### config.mk
export PLATFORM = sky130hd
export DESIGN_NAME = adc_scan_sampler
export DESIGN_NICKNAME = d
export VERILOG_FILES = /design/src/rtl/adc_scan_pkg.sv /design/src/rtl/adc_code_to_volt.sv /design/src/rtl/adc_scan_sampler.sv
export SDC_FILE = /design/constraint.sdc
export NUM_CORES = 1
export LEC_CHECK = 0
export ABC_AREA = 1
export BUFFER_PORTS_ARGS = -buffer_cell sky130_fd_sc_hd__buf_4
export CAP_MARGIN = 5
export CORE_MARGIN = 10
export CORE_UTILIZATION = 55
export DETAILED_ROUTE_END_ITERATION = 16
export GPL_ROUTABILITY_DRIVEN = 0
export GPL_TIMING_DRIVEN = 0
export PLACE_DENSITY = 0.73
export SYNTH_ARGS = -nofsm -noshare
export SYNTH_HDL_FRONTEND = slang
export SYNTH_SLANG_ARGS = --single-unit
### constraint.sdc
create_clock -name clk -period 6.86 [get_ports clk]
set_input_delay 0.686 -clock clk [delete_from_list [all_inputs] [get_ports clk]]
set_output_delay 0.686 -clock clk [all_outputs]
set_load 0.1 [all_outputs]
### src/rtl/adc_scan_pkg.sv
// Shared types and scaling helpers for the multi-channel ADC scan path.
// The /255 reciprocal is applied as *257 >> 16 with rounding.
package adc_scan_pkg;

    typedef enum logic [2:0] {
        ST_IDLE    = 3'd0,
        ST_GAP     = 3'd1,
        ST_SELECT  = 3'd2,
        ST_REQ     = 3'd3,
        ST_WAIT    = 3'd4,
        ST_ACCUM   = 3'd5,
        ST_CONVERT = 3'd6,
        ST_EMIT    = 3'd7
    } scan_state_e;

    localparam int unsigned RECIP_MUL         = 32'd257;
    localparam int unsigned RECIP_SHIFT       = 32'd16;
    localparam int unsigned RECIP_ROUND       = 32'd32768;
    localparam int unsigned VREF_X100_DEFAULT = 32'd330;

    function automatic logic [15:0] calc_voltage(input logic [7:0] code,
                                                 input int unsigned vref_x100 = VREF_X100_DEFAULT);
        logic [39:0] prod;
        prod = 40'(code) * 40'(vref_x100) * 40'(RECIP_MUL) + 40'(RECIP_ROUND);
        return 16'(prod >> RECIP_SHIFT);
    endfunction

endpackage

### src/rtl/adc_code_to_volt.sv
// Registered 8-bit ADC code to volts x100 converter, one cycle of latency.
// The result holds until the next load.
module adc_code_to_volt
    import adc_scan_pkg::*;
#(
    parameter int unsigned VREF_X100 = VREF_X100_DEFAULT
)(
    input  logic        clk,
    input  logic        rst_n,
    input  logic        load,
    input  logic [7:0]  code,
    output logic [15:0] voltage
);

    logic [15:0] voltage_r;

    // capture the scaled voltage whenever a new code is presented
    always_ff @(posedge clk or negedge rst_n) begin
        if (!rst_n) begin
            voltage_r <= 16'd0;
        end else if (load) begin
            voltage_r <= calc_voltage(code, VREF_X100);
        end
    end

    assign voltage = voltage_r;

endmodule

### src/rtl/adc_scan_sampler.sv
// Round-robin ADC scanner: requests reads from a byte-level I2C engine,
// drops post-switch reads, averages samples and emits code plus voltage.
module adc_scan_sampler
    import adc_scan_pkg::*;
#(
    parameter int unsigned NUM_CH         = 4,
    parameter int unsigned CH_W           = 2,
    parameter int unsigned AVG_LOG2       = 2,
    parameter int unsigned DISCARD        = 1,
    parameter int unsigned VREF_X100      = 330,
    parameter int unsigned GAP_CYCLES     = 50000,
    parameter int unsigned TIMEOUT_CYCLES = 200000
)(
    input  logic              clk,
    input  logic              rst_n,
    input  logic              enable,
    input  logic [NUM_CH-1:0] ch_mask,
    output logic              conv_req,
    output logic [CH_W-1:0]   conv_ch,
    input  logic              conv_done,
    input  logic [7:0]        conv_data,
    input  logic              conv_err,
    output logic              smp_valid,
    output logic [CH_W-1:0]   smp_ch,
    output logic [7:0]        smp_code,
    output logic [15:0]       smp_voltage,
    output logic              busy,
    output logic              err_flag,
    output logic [7:0]        err_count
);

    localparam int unsigned      ACC_W        = 8 + AVG_LOG2;
    localparam int unsigned      CNT_W        = AVG_LOG2 + 1;
    localparam logic [CNT_W-1:0] AVG_N        = CNT_W'(32'd1 << AVG_LOG2);
    localparam logic [1:0]       DISCARD_N    = 2'(DISCARD);
    localparam logic [31:0]      TIMEOUT_LAST = 32'(TIMEOUT_CYCLES - 32'd1);
    localparam logic [31:0]      GAP_LAST     = 32'(GAP_CYCLES - 32'd1);

    scan_state_e      state_r, state_next_s;
    logic [CH_W-1:0]  ptr_r, sel_idx_s;
    logic [NUM_CH-1:0] mask_r, mask_rot_s;
    logic             sel_found_s, more_s;
    logic [ACC_W-1:0] acc_r;
    logic [CNT_W-1:0] smp_cnt_r, smp_cnt_inc_s;
    logic [1:0]       disc_cnt_r;
    logic [7:0]       data_r, code_s;
    logic [31:0]      gap_cnt_r, to_cnt_r;
    logic             stop_r, stop_s;
    logic             ok_s, fail_s, timeout_s;
    logic             conv_req_s, busy_s, smp_valid_s;
    logic             conv_req_r, smp_valid_r, busy_r, err_flag_r;
    logic [CH_W-1:0]  conv_ch_r, smp_ch_r;
    logic [7:0]       smp_code_r, err_count_r;

    assign timeout_s     = (state_r == ST_WAIT) && !conv_done && (to_cnt_r == TIMEOUT_LAST);
    assign ok_s          = (state_r == ST_WAIT) && conv_done && !conv_err;
    assign fail_s        = ((state_r == ST_WAIT) && conv_done && conv_err) || timeout_s;
    assign stop_s        = stop_r || !enable;
    assign smp_cnt_inc_s = smp_cnt_r + CNT_W'(1'b1);
    assign code_s        = 8'(acc_r >> AVG_LOG2);

    // channel search: first set live-mask bit at or after the pointer, and whether any
    // latched-mask bit lies above the pointer (otherwise the scan wraps)
    always_comb begin
        mask_rot_s  = NUM_CH'({ch_mask, ch_mask} >> ptr_r);
        sel_found_s = 1'b0;
        sel_idx_s   = ptr_r;
        more_s      = 1'b0;
        for (int i = 0; i < int'(NUM_CH); i++) begin
            if (!sel_found_s && mask_rot_s[i]) begin
                sel_found_s = 1'b1;
                sel_idx_s   = CH_W'((32'(ptr_r) + 32'(i)) % NUM_CH);
            end else begin
                sel_found_s = sel_found_s;
            end
            if (mask_r[i] && (i > int'(ptr_r))) begin
                more_s = 1'b1;
            end else begin
                more_s = more_s;
            end
        end
    end

    // state register
    always_ff @(posedge clk or negedge rst_n) begin
        if (!rst_n) begin
            state_r <= ST_IDLE;
        end else begin
            state_r <= state_next_s;
        end
    end

    // next-state logic
    always_comb begin
        state_next_s = state_r;
        case (state_r)
            ST_IDLE:    state_next_s = (enable && (|ch_mask)) ? ST_SELECT : ST_IDLE;
            ST_GAP: begin
                if (!enable)                    state_next_s = ST_IDLE;
                else if (gap_cnt_r == GAP_LAST) state_next_s = ST_SELECT;
                else                            state_next_s = ST_GAP;
            end
            ST_SELECT:  state_next_s = (enable && sel_found_s) ? ST_REQ : ST_IDLE;
            ST_REQ:     state_next_s = ST_WAIT;
            ST_WAIT: begin
                if (!(ok_s || fail_s))          state_next_s = ST_WAIT;
                else if (stop_s)                state_next_s = ST_IDLE;
                else if (fail_s)                state_next_s = ST_SELECT;
                else if (disc_cnt_r < DISCARD_N) state_next_s = ST_REQ;
                else                            state_next_s = ST_ACCUM;
            end
            ST_ACCUM: begin
                if (!enable)                    state_next_s = ST_IDLE;
                else if (smp_cnt_inc_s == AVG_N) state_next_s = ST_CONVERT;
                else                            state_next_s = ST_REQ;
            end
            ST_CONVERT: state_next_s = enable ? ST_EMIT : ST_IDLE;
            ST_EMIT: begin
                if (!enable)                    state_next_s = ST_IDLE;
                else if (more_s)                state_next_s = ST_SELECT;
                else                            state_next_s = ST_GAP;
            end
            default:    state_next_s = ST_IDLE;
        endcase
    end

    // next values of the registered outputs, decoded from the upcoming state
    always_comb begin
        conv_req_s  = (state_next_s == ST_WAIT);
        busy_s      = (state_next_s != ST_IDLE);
        smp_valid_s = (state_next_s == ST_EMIT);
    end

    // scan datapath: pointer, accumulator, counters, error bookkeeping
    always_ff @(posedge clk or negedge rst_n) begin
        if (!rst_n) begin
            ptr_r       <= {CH_W{1'b0}};
            mask_r      <= {NUM_CH{1'b0}};
            acc_r       <= {ACC_W{1'b0}};
            smp_cnt_r   <= {CNT_W{1'b0}};
            disc_cnt_r  <= 2'd0;
            data_r      <= 8'd0;
            gap_cnt_r   <= 32'd0;
            to_cnt_r    <= 32'd0;
            stop_r      <= 1'b0;
            err_flag_r  <= 1'b0;
            err_count_r <= 8'd0;
        end else begin
            case (state_r)
                ST_IDLE: begin
                    ptr_r  <= {CH_W{1'b0}};
                    stop_r <= 1'b0;
                end
                ST_GAP:  gap_cnt_r <= gap_cnt_r + 32'd1;
                ST_SELECT: begin
                    ptr_r      <= sel_idx_s;
                    mask_r     <= ch_mask;
                    acc_r      <= {ACC_W{1'b0}};
                    smp_cnt_r  <= {CNT_W{1'b0}};
                    disc_cnt_r <= 2'd0;
                end
                ST_REQ: begin
                    to_cnt_r <= 32'd0;
                    if (!enable) stop_r <= 1'b1;
                end
                ST_WAIT: begin
                    to_cnt_r <= to_cnt_r + 32'd1;
                    if (!enable) stop_r <= 1'b1;
                    if (ok_s) begin
                        data_r <= conv_data;
                        if (disc_cnt_r < DISCARD_N) disc_cnt_r <= disc_cnt_r + 2'd1;
                    end
                    if (fail_s) begin
                        err_flag_r <= 1'b1;
                        if (err_count_r != 8'hFF) err_count_r <= err_count_r + 8'd1;
                    end
                end
                ST_ACCUM: begin
                    acc_r     <= acc_r + ACC_W'(data_r);
                    smp_cnt_r <= smp_cnt_inc_s;
                end
                ST_EMIT: begin
                    ptr_r     <= more_s ? (ptr_r + CH_W'(1'b1)) : {CH_W{1'b0}};
                    gap_cnt_r <= 32'd0;
                end
                default: ;
            endcase
        end
    end

    // registered interface outputs
    always_ff @(posedge clk or negedge rst_n) begin
        if (!rst_n) begin
            conv_req_r  <= 1'b0;
            conv_ch_r   <= {CH_W{1'b0}};
            smp_valid_r <= 1'b0;
            smp_ch_r    <= {CH_W{1'b0}};
            smp_code_r  <= 8'd0;
            busy_r      <= 1'b0;
        end else begin
            conv_req_r  <= conv_req_s;
            busy_r      <= busy_s;
            smp_valid_r <= smp_valid_s;
            if (state_r == ST_REQ) conv_ch_r <= ptr_r;
            if (smp_valid_s) begin
                smp_ch_r   <= ptr_r;
                smp_code_r <= code_s;
            end
        end
    end

    adc_code_to_volt #(
        .VREF_X100 (VREF_X100)
    ) u_code_to_volt (
        .clk     (clk),
        .rst_n   (rst_n),
        .load    (smp_valid_s),
        .code    (code_s),
        .voltage (smp_voltage)
    );

    assign conv_req  = conv_req_r;
    assign conv_ch   = conv_ch_r;
    assign smp_valid = smp_valid_r;
    assign smp_ch    = smp_ch_r;
    assign smp_code  = smp_code_r;
    assign busy      = busy_r;
    assign err_flag  = err_flag_r;
    assign err_count = err_count_r;

endmodule

==> results.toml, run 1 <==
[status]
status = "complete, no violations"

[timing]
tightest_slew_ps = 700
min_period_ps = 5770
slew_viol_final = 0
relSlewSlack_pct = 53.4
finalHoldViolCount = 0
final.setup_skew_ps = 6.80
finalSetupViolCount = 0
fmaxAchievable_mhz = 173
post-route-period-util_pct = 84.0
setup_tns_ps = 0
rsz0062_at_grt = "no"

[critical_path]
path_common_cell = "nand2_1"
slowest_stage = "fa_1"
crit_arrival_ps = 6080
cpPeakStageDelay_ps = 510
cp_num_buf_inv = 4
required_ps = 7170
critical_path_class = "reg2reg"
start_kind = "flip-flop"
cp_max_fo = 5
crit_family = "adder cells"
crit_cells = 32
r2r_cells = 32
endpoint_kind = "flip-flop"

[clock_tree]
cts_tree = "yes"
post_cts_buffers = 0
cts-root-buf = "clkbuf_16"
clock-sinks = 131
cts_buffer_depth = 2
hold_buffers = 0
clkLatencyLatePin_ps = 420
cts_resized = 0
clk_pin_slew_ps = 60
cts.htree.levels = 4
numCtsBuffers = 17

[placement]
portBuffers = 51
post-dp-hpwl_um = 15800
placedInstanceArea_um2 = 9660

[synth]
synth_cells = 1150
synth-simple-area-share_pct = 29.7
muxShareOfSynthArea_pct = 0.810
dominantRegCellSynth = "dfrtp_1"
synth-edff-count = 0
synth-seq-cells = 131
synth-xor-area-share_pct = 2.54
synth_fa_ha_area_share_pct = 12.5
synth_compound_area_share_pct = 10.0
synth_area_um2 = 8960
synthDistinctLibCells = 62
seq_area_frac_synth_pct = 36.6
async_flop_share_pct = 100
ys_warn_count = 0
syn_avg_cell_area_um2 = 7.79
synth_top_family_by_area = "simple AND/OR/NAND/NOR gates"

[floorplanning]
initial_core_util_pct = 56.2
core_um2 = 15900
die_area_um2 = 21800
die_y_um = 148
ioPinCount = 57
num_rows = 46
dieWidth_um = 148

[grt]
antenna_found_initial = 0
grt_pass1_vias = 7367
track_usage_pct = 19.3
grt_first_pass_wirelength_um = 35000
grt_max_degree = 76
overflow = 0

[finish]
area_delta_synth_final_pct = 14.6
multi_input_area_um2 = 4990
num_antenna_cells = 0
final_cell_mix = "nand2_1, inv_1, dfrtp_1, nor2_1, ha_1"
fin_area_um2 = 10300
layout.nets = 1327
final_core_utilization_pct = 64.4
fill_cells = 1384
seqCellArea_um2 = 3280
layout_commonest_cell = "nand2_1"
drive_gt1_share_pct = 13.3

[power]
power_density_nw_per_um2 = 396
power_mw = 4.07
vdd_drop_max_mv = 0.288
p_leak_nw = 5.22

[drt]
first_iter_violations = 458
route.detailed.drc = 0
viasPerCell = 5.30
drtAntennaViolNets = 0
wirelength_um = 20600
routed-via-count = 7704
dr.pass1.iters = 5
post_drt_wl_per_cell_um = 14.2

[run]
maxCapViolCount = 0

[worst_hold_path]
hp-class = "in2async"
==> per-stage QoR <==
stage | hold WS, ps | cells | worst slack (ps)
global placement | 455 | 1421 | 1230
global route | 353 | 1454 | 605
detailed placement | 456 | 1422 | 1140
floorplan | 390 | 1154 | 1790
finish | 291 | 1454 | 1090
CTS | 315 | 1454 | 1100
==> logic make-up (layout without fill, tap and decap cells) <==
family	Yosys count	after routing
buf+inv	182	266
fa+ha+maj	85	85
xor+xnor	23	23
compound gates	154	154
flops	131	131
other cells	1	5
mux	7	7
simple gates	567	567
==> where the power goes <==
group	switching, mW	internal [mW]	total, mW
Sequential	0.140	0.936	1.08
Combinational	1.44	0.623	2.06
Clock	0.343	0.589	0.932
==> synth_stat cells (7+ instances only) <==
cell	count	area (um^2)
xnor2_1	11	96.3
dfrtp_1	131	3280
nand2_2	12	75.1
nand3_1	69	345
nand2_1	276	1040
nor2_2	9	56.3
inv_2	14	52.6
o22ai_1	7	43.8
nor2_1	95	357
nor3_1	28	140
clkbuf_1	8	30.0
a21oi_1	49	245
nor4_1	13	81.3
nor3_2	9	90.1
fa_1	7	140
xor2_1	10	87.6
nand4_1	20	125
inv_1	149	559
ha_1	78	976
o21ai_0	52	260
==> worst paths after layout <==
check                                       endpoint  slack [ps]         start
max                        u_code_to_volt.voltage[8]        1090      acc_r[3]
min                        u_code_to_volt.voltage[0]         290         rst_n
max reg2reg                u_code_to_volt.voltage[8]        1090      acc_r[3]
min reg2reg                                 err_flag         470      err_flag
max in group asynchronous                   acc_r[7]        5830         rst_n
min in group clk                           data_r[6]         460  conv_data[6]
==> layer usage <==
layer	up-vias	track usage (%)	part of all wire, %
li1	3931	-	-
met5	-	0	0
met2	146	31.6	47
met1	3608	25.6	47
met3	19	3.91	4.4
met4	0	5.15	1.0
==> worst register-to-register path: cells and delay by family (launching register included) <==
| family | cells | cell delay [ps] |
|---|---|---|
| and+or+nand+nor | 16 | 1470 |
| buffers and inverters | 4 | 260 |
| DFF | 1 | 460 |
| adders and majority gates | 7 | 2500 |
| AOI/OAI and AO/OA | 3 | 420 |
| xor gates and xnor gates | 2 | 550 |
==> layout make-up <==
class | count | area share (%)
multi-input cells | 841 | 48.6
flip-flops and latches | 131 | 31.9
inverters | 166 | 6.07
clock buffers | 19 | 4.41
repair buffers | 52 | 4.03
well taps | 216 | 2.63
clock inverters | 13 | 1.55
plain buffers | 16 | 0.792
==> sequential cells by signal, indices dropped and copies added, names as in the netlist, 3 cells and up <==
| signal | count |
|---|---|
| err_count | 8 |
| gap_cnt_r | 32 |
| acc_r | 10 |
| mask_r | 3 |
| state_r | 3 |
| smp_cnt_r | 3 |
| to_cnt_r | 32 |
| data_r | 8 |
| u_code_to_volt.voltage | 11 |
| smp_code | 8 |
(Power assumes the default switching activity.)
==> inputs of run 2 (changes only) <==
--- a/config.mk
+++ b/config.mk
@@ -13,7 +13,7 @@
 export DETAILED_ROUTE_END_ITERATION = 16
 export GPL_ROUTABILITY_DRIVEN = 0
 export GPL_TIMING_DRIVEN = 0
-export PLACE_DENSITY = 0.73
+export PLACE_DENSITY = 0.76
 export SYNTH_ARGS = -nofsm -noshare
 export SYNTH_HDL_FRONTEND = slang
 export SYNTH_SLANG_ARGS = --single-unit
==> constraint.sdc (replaced) <==
create_clock -name clk -period 5 [get_ports clk]
set_input_delay 0.5 -clock clk [delete_from_list [all_inputs] [get_ports clk]]
set_output_delay 0.5 -clock clk [all_outputs]
set_load 0.1 [all_outputs]
==> results.toml, run 2 (synthesis gave the netlist of run 1 again) <==
[placement]
post-dp-hpwl_um = 15800
portBuffers = 51
place_inst = 1422

[run]
maxCapViolCount = 0

[timing]
setup_tns_ps = 0
tightest_slew_ps = 676
final.setup_skew_ps = 10.4
finalSetupViolCount = 0
finalHoldViolCount = 0
min_period_ps = 4990
slew_viol_final = 0
relSlewSlack_pct = 54.9
rsz0062_at_grt = "yes"
post-route-period-util_pct = 99.8
fmaxAchievable_mhz = 200

[clock_tree]
numCtsBuffers = 17
cts_tree = "yes"
clk_pin_slew_ps = 60
cts_buffer_depth = 2
clkLatencyLatePin_ps = 430
clock-sinks = 131
cts-root-buf = "clkbuf_16"
cts.htree.levels = 4

[finish]
multi_input_area_um2 = 5760
num_antenna_cells = 0
layout_commonest_cell = "nand2_1"
fill_cells = 1190
final_core_utilization_pct = 71.4
seqCellArea_um2 = 3290
final_cell_mix = "nand2_1, inv_1, dfrtp_1, buf_4, nor2_1"
drive_gt1_share_pct = 24.4
area_delta_synth_final_pct = 27.0
stdcell_count = 1494
layout.nets = 1367

[grt]
grt_pass1_vias = 7858
antenna_found_initial = 0
grt_first_pass_wirelength_um = 38100
track_usage_pct = 21.1
grt_max_degree = 87
overflow = 0

[critical_path]
cpPeakStageDelay_ps = 510
critical_path_class = "reg2reg"
cp_max_fo = 5
cp_num_buf_inv = 6
endpoint_kind = "flip-flop"
start_kind = "flip-flop"
slowest_stage = "fa_1"
required_ps = 5360
crit_arrival_ps = 5350
crit_family = "adder cells"
path_common_cell = "nand2_2"

[floorplanning]
num_rows = 46
initial_core_util_pct = 56.2
ioPinCount = 57
die_area_um2 = 21800
dieWidth_um = 148
die_y_um = 148
core_um2 = 15900

[drt]
route.detailed.drc = 0
post_drt_wl_per_cell_um = 16.3
dr.pass1.iters = 5
routed-via-count = 8277
wirelength_um = 24300
first_iter_violations = 698
drtAntennaViolNets = 0
viasPerCell = 5.54

[power]
vdd_drop_max_mv = 0.497
power_mw = 6.81
power_density_nw_per_um2 = 599
p_leak_nw = 5.51

[status]
status = "complete, no violations"

[worst_hold_path]
hp-class = "in2async"
run 2: cell count changes in the layout (fill, tap and decap cells not counted), moves of 7 or more:
cell / change
nand2_4: +10
nand2_1: -27
ha_1: -33
dfrtp_1: -8
nor2_4: +7
nand2_2: +17
ha_4: +33
dfrtp_2: +8
buf_4: +37
nor2_1: -7
inv_1: -8
inv_2: +9
nand3_1: -8
run 2: per-layer routing:
metal / track usage (%) / wire length [um]
met1: 26.5 / 10400
met2: 34.9 / 12000
met3: 4.76 / 1270
met4: 7.88 / 631
met5: 0 / 0
run 2: area by class of cell:
type	instances	area share, %
Inverter	166	5.48
Tap cell	216	2.38
Clock inverter	15	1.80
Sequential cell	131	28.9
Clock buffer	17	3.74
Timing Repair Buffer	92	6.38
Multi-Input combinational cell	841	50.6
Buffer	16	0.715
run 2: power by group:
group,switching (mW),internal (mW)
combinational,2.49,1.50
clock,0.503,0.838
sequential,0.193,1.29
run 2: final timing paths:
path	from	endpoint	slack [ps]	depth (start not counted)
setup / recovery	acc_r[5]	u_code_to_volt.voltage[7]	10	34
hold / removal	rst_n	u_code_to_volt.voltage[7]	10	1
setup reg to reg	acc_r[5]	u_code_to_volt.voltage[7]	10	34
hold reg to reg	u_code_to_volt.voltage[7]	u_code_to_volt.voltage[7]	480	2
max in group asynchronous	rst_n	acc_r[6]	4190	2
min in group clk	conv_data[5]	data_r[5]	270	3
run 2: what timing repair did:
action | in CTS | in global routing
resized for setup | 55 | 84
pin swaps | 24 | 68
endpoints found under the setup margin | 10 | 10
gates cloned | 0 | 0
setup buffers | 16 | 24
hold buffers | 0 | 0
run 2: through the flow:
| stage | cell area (um^2) | setup slack (ps) | hold WS, ps |
|---|---|---|---|
| final | 11400 | 10.7 | 10.3 |
| after detailed placement | 9670 | -578 | 465 |
| after global placement | 9640 | -472 | 459 |
| after floorplan | 8990 | 9.71 | 204 |
| after CTS | 10800 | 5.65 | 18.8 |
| after global routing | 11400 | -237 | 33.3 |
